**config.mk**
```make
export PLATFORM = sky130hd
export DESIGN_NAME = ifetch_flat
export DESIGN_NICKNAME = d
export VERILOG_FILES = /design/src/rtl/ifetch_pkg.sv /design/src/rtl/ifetch_if.sv /design/src/rtl/ifetch_buf.sv /design/src/rtl/ifetch.sv /design/src/flat_wrapper.sv
export SDC_FILE = /design/constraint.sdc
export NUM_CORES = 1
export LEC_CHECK = 0
export ABC_CLOCK_PERIOD_IN_PS = 3000
export CORE_UTILIZATION = 45
export DETAILED_ROUTE_END_ITERATION = 12
export GPL_TIMING_DRIVEN = 0
export PLACE_DENSITY = 0.8
export SLEW_MARGIN = 15
export SYNTH_ARGS = -nofsm -noshare
export SYNTH_HDL_FRONTEND = slang
export SYNTH_SLANG_ARGS = --single-unit
export TNS_END_PERCENT = 1
```
**constraint.sdc**
```tcl
create_clock -name clk -period 3 [get_ports clk]
set_clock_uncertainty 0.15 [all_clocks]
set_input_delay 0.3 -clock clk [delete_from_list [all_inputs] [get_ports clk]]
set_output_delay 0.3 -clock clk [all_outputs]
set_load 0.02 [all_outputs]
```
**src/rtl/ifetch_pkg.sv**
```systemverilog
// ifetch_pkg: shared types and constants for the instruction fetch unit.
//   fetch_state_t : fetch FSM encoding (IDLE, REQ, HOLD, DROP)
//   XLEN_DEF      : default address/instruction width
//   INST_NOP      : canonical NOP encoding for decode-side bubbles
package ifetch_pkg;

    typedef enum logic [1:0] {
        IDLE = 2'd0,
        REQ  = 2'd1,
        HOLD = 2'd2,
        DROP = 2'd3
    } fetch_state_t;

    localparam int XLEN_DEF = 32;
    localparam logic [31:0] INST_NOP = 32'h0000_0013;

endpackage

```
**src/rtl/ifetch_if.sv**
```systemverilog
// ifetch_if: memory and decode handshake bundle of the fetch unit.
//   imem_req/imem_addr/imem_ack/imem_rdata : single-outstanding imem read
//   inst_valid/inst_ready/inst/inst_pc     : one-entry output toward decode
//   inst_fault                             : misaligned-fetch flag (IFETCH_ALIGN_CHK_EN only)
// Modports: master = fetch unit, slave = memory + decode environment.
interface ifetch_if #(parameter int XLEN = 32);

    logic            imem_req;
    logic [XLEN-1:0] imem_addr;
    logic            imem_ack;
    logic [XLEN-1:0] imem_rdata;
    logic            inst_valid;
    logic            inst_ready;
    logic [XLEN-1:0] inst;
    logic [XLEN-1:0] inst_pc;
`ifdef IFETCH_ALIGN_CHK_EN
    logic            inst_fault;

    modport master (output imem_req, imem_addr, inst_valid, inst, inst_pc, inst_fault,
                    input  imem_ack, imem_rdata, inst_ready);
    modport slave  (input  imem_req, imem_addr, inst_valid, inst, inst_pc, inst_fault,
                    output imem_ack, imem_rdata, inst_ready);
`else
    modport master (output imem_req, imem_addr, inst_valid, inst, inst_pc,
                    input  imem_ack, imem_rdata, inst_ready);
    modport slave  (input  imem_req, imem_addr, inst_valid, inst, inst_pc,
                    output imem_ack, imem_rdata, inst_ready);
`endif

endinterface

```
**src/rtl/ifetch_buf.sv**
```systemverilog
// ifetch_buf: one-entry holding register for a fetched instruction.
//   load  : capture d_inst/d_pc(/d_fault), set valid
//   flush : drop the entry (redirect)
//   pop   : decode consumed the entry
// Data is never updated while valid, so inst/pc stay stable until pop/flush.
// inst_fault ports exist only with IFETCH_ALIGN_CHK_EN.
module ifetch_buf #(
    parameter int XLEN = 32
) (
    input  logic            clk,
    input  logic            rst,
    input  logic            load,
    input  logic            flush,
    input  logic            pop,
    input  logic [XLEN-1:0] d_inst,
    input  logic [XLEN-1:0] d_pc,
`ifdef IFETCH_ALIGN_CHK_EN
    input  logic            d_fault,
    output logic            q_fault,
`endif
    output logic            q_valid,
    output logic [XLEN-1:0] q_inst,
    output logic [XLEN-1:0] q_pc
);

    always_ff @(posedge clk or negedge rst) begin
        if (!rst) begin
            q_valid <= 1'b0;
            q_inst  <= '0;
            q_pc    <= '0;
`ifdef IFETCH_ALIGN_CHK_EN
            q_fault <= 1'b0;
`endif
        end else if (flush || pop) begin
            q_valid <= 1'b0;
`ifdef IFETCH_ALIGN_CHK_EN
            q_fault <= 1'b0;
`endif
        end else if (load && !q_valid) begin
            q_valid <= 1'b1;
            q_inst  <= d_inst;
            q_pc    <= d_pc;
`ifdef IFETCH_ALIGN_CHK_EN
            q_fault <= d_fault;
`endif
        end
    end

endmodule

```
**src/rtl/ifetch.sv**
```systemverilog
// ifetch: instruction fetch unit, consumer side of the PC.
//   clk, rst(async, active-low) : clock / reset
//   pc_cur  : current PC;  pc_hold : 1 = PC must not advance this cycle
//   redir   : execute-stage redirect pulse (PC jumps by itself)
//   bus     : ifetch_if.master -- imem req/ack read port + decode valid/ready
// One read outstanding at most; a redirect never abandons a bus transaction:
// an unacked request is finished in DROP and its data discarded.
// Optional: IFETCH_ALIGN_CHK_EN adds bus.inst_fault for misaligned PCs.
module ifetch
    import ifetch_pkg::*;
#(
    parameter int XLEN          = XLEN_DEF,
    parameter int IMEM_ADDR_LSB = 2
) (
    input  logic            clk,
    input  logic            rst,
    input  logic [XLEN-1:0] pc_cur,
    output logic            pc_hold,
    input  logic            redir,
    ifetch_if.master        bus
);

    localparam logic [XLEN-1:0] ADDR_MASK =
        ~((XLEN'(1) << IMEM_ADDR_LSB) - XLEN'(1));

    fetch_state_t    state;
    logic [XLEN-1:0] addr_q;     // address of the request being drained in DROP
    logic [XLEN-1:0] pc_word;
    logic            mis;
    logic            buf_load, buf_flush, buf_pop;

    assign pc_word = pc_cur & ADDR_MASK;

`ifdef IFETCH_ALIGN_CHK_EN
    assign mis = (pc_cur[1:0] != 2'b00);
`else
    assign mis = 1'b0;
`endif

    // The PC may advance only in the cycle a real fetch is accepted.
    always_comb begin
        buf_load  = 1'b0;
        buf_flush = 1'b0;
        buf_pop   = 1'b0;
        pc_hold   = 1'b1;
        if (state == REQ && !redir) begin
            buf_load = bus.imem_ack || mis;
            pc_hold  = !(bus.imem_ack && !mis);
        end
        if (state == HOLD) begin
            buf_flush = redir;
            buf_pop   = bus.inst_ready && !redir;
        end
    end

    // REQ tracks pc_cur live (PC is held while unacked); DROP replays the latch.
    assign bus.imem_req  = (state == REQ && !mis) || (state == DROP);
    assign bus.imem_addr = (state == REQ) ? pc_word : addr_q;

    always_ff @(posedge clk or negedge rst) begin
        if (!rst) begin
            state  <= IDLE;
            addr_q <= '0;
        end else begin
            case (state)
                IDLE: state <= REQ;
                REQ: begin
                    addr_q <= pc_word;
                    if (redir) begin
                        // Misaligned PC issued nothing, so nothing to drain.
                        if (!bus.imem_ack && !mis)
                            state <= DROP;
                    end else if (bus.imem_ack || mis) begin
                        state <= HOLD;
                    end
                end
                DROP: if (bus.imem_ack) state <= REQ;
                HOLD: if (redir || bus.inst_ready) state <= REQ;
                default: state <= IDLE;
            endcase
        end
    end

    ifetch_buf #(.XLEN(XLEN)) u_buf (
        .clk     (clk),
        .rst     (rst),
        .load    (buf_load),
        .flush   (buf_flush),
        .pop     (buf_pop),
        .d_inst  (mis ? '0 : bus.imem_rdata),
        .d_pc    (pc_cur),
`ifdef IFETCH_ALIGN_CHK_EN
        .d_fault (mis),
        .q_fault (bus.inst_fault),
`endif
        .q_valid (bus.inst_valid),
        .q_inst  (bus.inst),
        .q_pc    (bus.inst_pc)
    );

endmodule

```
**src/flat_wrapper.sv**
```systemverilog
// flat-port wrapper written by rule: the top's interface ports become plain ports
module ifetch_flat import ifetch_pkg::*;
#(
    parameter int XLEN          = XLEN_DEF,
    parameter int IMEM_ADDR_LSB = 2
)
  (clk, rst, pc_cur, pc_hold, redir, bus_imem_req, bus_imem_addr, bus_inst_valid, bus_inst, bus_inst_pc, bus_imem_ack, bus_imem_rdata, bus_inst_ready);
  ifetch_if #(.XLEN(XLEN)) bus_i ();
  input  logic clk;
  input  logic rst;
  input  logic [XLEN-1:0] pc_cur;
  output logic pc_hold;
  input  logic redir;
  output wire logic [$bits(bus_i.imem_req)-1:0] bus_imem_req;
  output wire logic [$bits(bus_i.imem_addr)-1:0] bus_imem_addr;
  output wire logic [$bits(bus_i.inst_valid)-1:0] bus_inst_valid;
  output wire logic [$bits(bus_i.inst)-1:0] bus_inst;
  output wire logic [$bits(bus_i.inst_pc)-1:0] bus_inst_pc;
  input wire logic [$bits(bus_i.imem_ack)-1:0] bus_imem_ack;
  input wire logic [$bits(bus_i.imem_rdata)-1:0] bus_imem_rdata;
  input wire logic [$bits(bus_i.inst_ready)-1:0] bus_inst_ready;
  assign bus_imem_req = bus_i.imem_req;
  assign bus_imem_addr = bus_i.imem_addr;
  assign bus_inst_valid = bus_i.inst_valid;
  assign bus_inst = bus_i.inst;
  assign bus_inst_pc = bus_i.inst_pc;
  assign bus_i.imem_ack = bus_imem_ack;
  assign bus_i.imem_rdata = bus_imem_rdata;
  assign bus_i.inst_ready = bus_inst_ready;
  ifetch #(.XLEN(XLEN), .IMEM_ADDR_LSB(IMEM_ADDR_LSB)) u_core (.clk(clk), .rst(rst), .pc_cur(pc_cur), .pc_hold(pc_hold), .redir(redir), .bus(bus_i));
endmodule
```
# [After elaboration in Yosys (flattened, before gate mapping)]
# Cells that the tools add are included.
[word_totals] elab_cells=39 out_inout_bits=99 inputBits=69 regBits=99
[op_classes] n_bitwise=1 reduce_logical=13 eq_ne=7 n_mux=13
[ops] operator="32-bit two-way mux" count=1
[ops] operator="2-bit two-way mux" count=5
[ops] operator="2-bit case mux with 4 select lines" count=1
[ops] operator="1-bit two-way mux" count=6
[ops] operator="3-bit != test (second input constant)" count=2
[ops] operator="2-bit equality test (second input constant)" count=2
[ops] operator="2-bit != test (second input constant)" count=2
[ops] operator="4-bit AND reduction" count=1
[ops] operator="1-bit logical AND" count=3
[ops] operator="1-bit zero test" count=3
[ops] operator="1-bit logical OR" count=3
[ops] operator="2-bit by 1-bit equality test with 1-bit output (second input constant)" count=1
[ops] operator="2-bit zero test" count=1
[ops] operator="2-bit AND reduction" count=1
[ops] operator="2-bit nonzero test" count=1
[ops] operator="1-bit inverter" count=1

# [Longest topological paths before layout]
[logic_depth] ltp_word=6 depth_mapped=6

# [Hierarchy]
# A second synthesis with hierarchy kept.
[hier_totals] cells_unflattened=220 hier_area_um2=4216.5
[modules_own_cells] mod="ifetch_buf" instances=1 seq_area_each_um2=1626.6 area_each_um2=2736.4 cells_per_inst=139
[modules_own_cells] mod="ifetch" instances=1 seq_area_each_um2=850.8 area_each_um2=1480.2 cells_per_inst=81

# [Worst setup path before layout]
# Ideal clock, no wire load.
[synth_timing] kind="register -> output" from="reg u_core.state[0]" to="out bus_imem_addr[10]" arrival_time_ps=1292 path_slack_ps=1258 t_required_ps=2550 path_buffers=2 path_stages_with_launch=5 cell_sequence="dfrtp_1 nor2b_2 buf_6 buf_2 mux2_2"
[synth_via] elab_chain_len=2
[synth_lines] item="start: declaration" line_no="ifetch.sv:26" source="fetch_state_t state;"
[synth_lines] item="start signal: assignment" line_no="ifetch.sv:62" source="state <= IDLE;"
[synth_lines] item="start signal: assignment" line_no="ifetch.sv:66" source="IDLE: state <= REQ;"
[synth_lines] item="start signal: assignment" line_no="ifetch.sv:72" source="state <= DROP;"
[synth_lines] item="2-bit by 1-bit equality test with 1-bit output" line_no="ifetch.sv:58" source="assign bus.imem_addr = (state == REQ) ? pc_word : addr_q;"
[synth_lines] item="32-bit two-way mux" line_no="ifetch.sv:58"
[synth_lines] item="end: declaration" line_no="flat_wrapper.sv:15" source="output wire logic [$bits(bus_i.imem_addr)-1:0] bus_imem_addr;"
# No other way between the ends.

# [Worst setup path in the final report]
[layout_timing] from="reg u_core.state[0]" to="out bus_imem_addr[3]"
# Same word-level chain as after synthesis.

==> results.py <==
metrics = {
    "status": {
        "status": "finished, final reports clean",
    },
    "route": {
        "vias_per_cell": 4.85,
        "drc_errors": 0,
        "vias": 2499,
        "drt-initial-drc-count": 35,
        "first_pass_iters": 4,
        "totalWireLength_um": 8750,
        "wl_per_cell_um": 17.0,
        "antenna_left": 0,
    },
    "clocking": {
        "cts_tree": "yes",
        "clockBufferDepth": 2,
        "root_buffer": "clkbuf_8",
        "cts_resized": 0,
        "numCtsBuffers": 9,
        "insertion_delay_ps": 340,
        "clk_pin_slew_ps": 90,
        "cts.sinks": 99,
        "postCtsSetupRepairBufs": 0,
        "h-tree-depth": 3,
    },
    "timing": {
        "drv_slew": 0,
        "period_minus_slack_ps": 2860,
        "tns_ps": 0,
        "setup_violations": 0,
        "rsz0062_at_grt": "false",
        "fmax_ghz": 0.350,
        "hold_viol": 0,
        "slew_headroom": 0.763,
        "worst-slew-pin-transition_ps": 355,
        "fin_crit_sh": 0.954,
    },
    "floorplan": {
        "initial_core_util": 0.464,
        "rows": 34,
        "core_region_area_um2": 8720,
        "chipHeight_um": 96.9,
        "ios": 168,
        "die_w_um": 96.9,
        "die_area_um2": 9380,
    },
    "final_layout": {
        "fin_nets": 474,
        "syn_to_final_growth_pct": 50.9,
        "diodes": 0,
        "design_area_um2": 6110,
        "drive_gt1_frac": 0.290,
    },
    "setup_path": {
        "cp_slowest_cell": "clkdlybuf4s50_1",
        "worstSetupPathType": "flip-flop to output port",
        "critPathLaunchType": "flip-flop",
        "crit_chain": "nor2b_2, buf_6, buf_2, mux2_2, clkdlybuf4s50_1",
        "worstPathArrival_ps": 2410,
        "end_kind": "output port",
        "worstPathRequired_ps": 2550,
        "critPathMaxStageDelay_ps": 570,
        "critPathMaxFanout": 10,
    },
    "power": {
        "peakVddDrop_uv": 472,
        "cellLeakagePower_nw": 2.63,
        "p_total_mw": 5.95,
        "cellPowerDensity_nw_per_um2": 973,
    },
    "flow_run": {
        "maxCapViolations": 0,
    },
    "synth": {
        "synth_warnings": 0,
        "synth_ff_type": "dfrtp_1",
        "synth-simple-area-share": 0.0213,
        "syn_nets": 294,
        "syn_area_um2": 4050,
        "synth-xor-area-share": 0,
        "ys_ff_latch": 99,
        "yosys.area.top_type": "dfrtp_1",
        "synth-seq-area-share": 0.612,
        "synth_top_family_by_area": "multiplexers",
        "netlist_top_cells_area": "dfrtp_1 61%, mux2_4 22%, mux2_2 8.3%",
        "ys_async_sr_fraction": 1.00,
        "synthTopCellsByCount": "99 x dfrtp_1, 60 x mux2_4, 30 x mux2_2, 7 x buf_12, 5 x nor2b_1",
        "synthCells": 225,
        "synthAdderAreaFrac": 0,
        "syn_avg_cell_area_um2": 18.0,
        "yosys.cell_count.top_type": "dfrtp_1",
        "ys_types": 19,
        "synth_compound_area_frac": 0.00803,
        "yosysTopAreaCellShare": 0.612,
        "synth_mux_area_frac": 0.317,
        "synth-edff-count": 0,
    },
    "place": {
        "gp_congestion": 0.754,
        "dp_hpwl_um": 6340,
        "dpl_cell_area_um2": 5890,
        "portBuffers": 167,
    },
    "grt": {
        "track_usage": 0.199,
        "grt_start_max_net_pins": 66,
        "grt_pass1_vias": 2798,
        "grt_first_pass_wirelength_um": 14700,
        "antenna_found_initial": 0,
        "grt-ovfl-total": 0,
    },
    "min_path": {
        "worstHoldPathType": "input port to async pin",
    },
}
## stage by stage
step                       util  worst slack [ps]  cells  hold WS, ps
after floorplan               -              1260    225         -146
after global placement    0.672             -2100    500          319
after detailed placement  0.675               512    501         66.4
after CTS                 0.701               109    515          265
after global routing      0.701              29.7    515          289
final                     0.701               139    515          267
## state kept, by name, indices dropped and copies added (netlist names)
signal,cells
u_core.u_buf.q_inst,32
u_core.u_buf.q_valid,1
u_core.state,2
u_core.addr_q,32
u_core.u_buf.q_pc,32
## cells by family after synthesis
kind of cell	after synthesis
mux	94
compound gates	6
simple gates	14
flops	99
buf+inv	12
## timing repair
| action | in CTS | in global routing |
|---|---|---|
| hold buffers | 1 | 0 |
| hold endpoints to repair | 34 | 0 |
| setup endpoints to repair | 0 | 0 |
## report_power, final
part           internal (mW)  leakage [nW]  switching, mW  total [mW]
Sequential              1.87          1.21          0.277        2.15
Combinational           1.63          1.31           1.20        2.84
Clock                  0.541         0.108          0.422       0.963
Total                   4.05          2.63           1.90        5.95
## cells in the final DEF, fill, tap and decap left out, types with 2 or more instances in the layout
cell             synthesis  routed
mux2_1                   4       4
mux2_2                  30      30
clkbuf_8                 0       9
buf_6                    1       2
mux2_4                  60      60
nand2_1                  2       2
clkbuf_1                 1       2
bufinv_16                0       3
clkdlybuf4s50_1          0     166
dfrtp_1                 99      99
buf_2                    3       3
nor2b_1                  5       5
o21ai_0                  4       4
nor2_1                   2       2
buf_12                   7       7
## path summary, 6_finish.rpt
kind	from	to	slack [ps]	cells after the start
min in group clk	u_core.u_buf.q_inst[23]$_DFFE_PN0P_	u_core.u_buf.q_inst[23]$_DFFE_PN0P_	340	1
max reg2reg	u_core.state[0]$_DFFE_PN0P_	u_core.u_buf.q_pc[10]$_DFFE_PN0P_	1090	6
max	u_core.state[0]$_DFFE_PN0P_	bus_imem_addr[3]	140	5
min	rst	u_core.u_buf.q_inst[12]$_DFFE_PN0P_	270	2
min reg2reg	u_core.u_buf.q_inst[23]$_DFFE_PN0P_	u_core.u_buf.q_inst[23]$_DFFE_PN0P_	340	1
max in group asynchronous	rst	u_core.addr_q[25]$_DFF_PN0_	1800	3
## final cells by class
type / count / area [um^2]
buffer: 12 / 170
multi-input combinational: 114 / 1400
clock inverter: 3 / 90.1
fill: 630 / 2610
timing repair buffer: 169 / 1710
sequential: 99 / 2480
tap: 108 / 135
clock buffer: 10 / 128
## critical path: cells and delay by family (launching register included)
kind	cells	cell delay, ps
buffers and inverters	3	990
DFF	1	480
muxes	1	390
and+or+nand+nor	1	200
## metal layers
metal	wire (um)	track usage	up-vias	part of all wire
li1	-	-	1135	-
met3	614	0.0751	10	0.070
met2	4240	0.323	108	0.48
met4	116	0.0459	0	0.013
met1	3790	0.252	1246	0.43
met5	0	0	-	0
(Power assumes the default switching activity.)
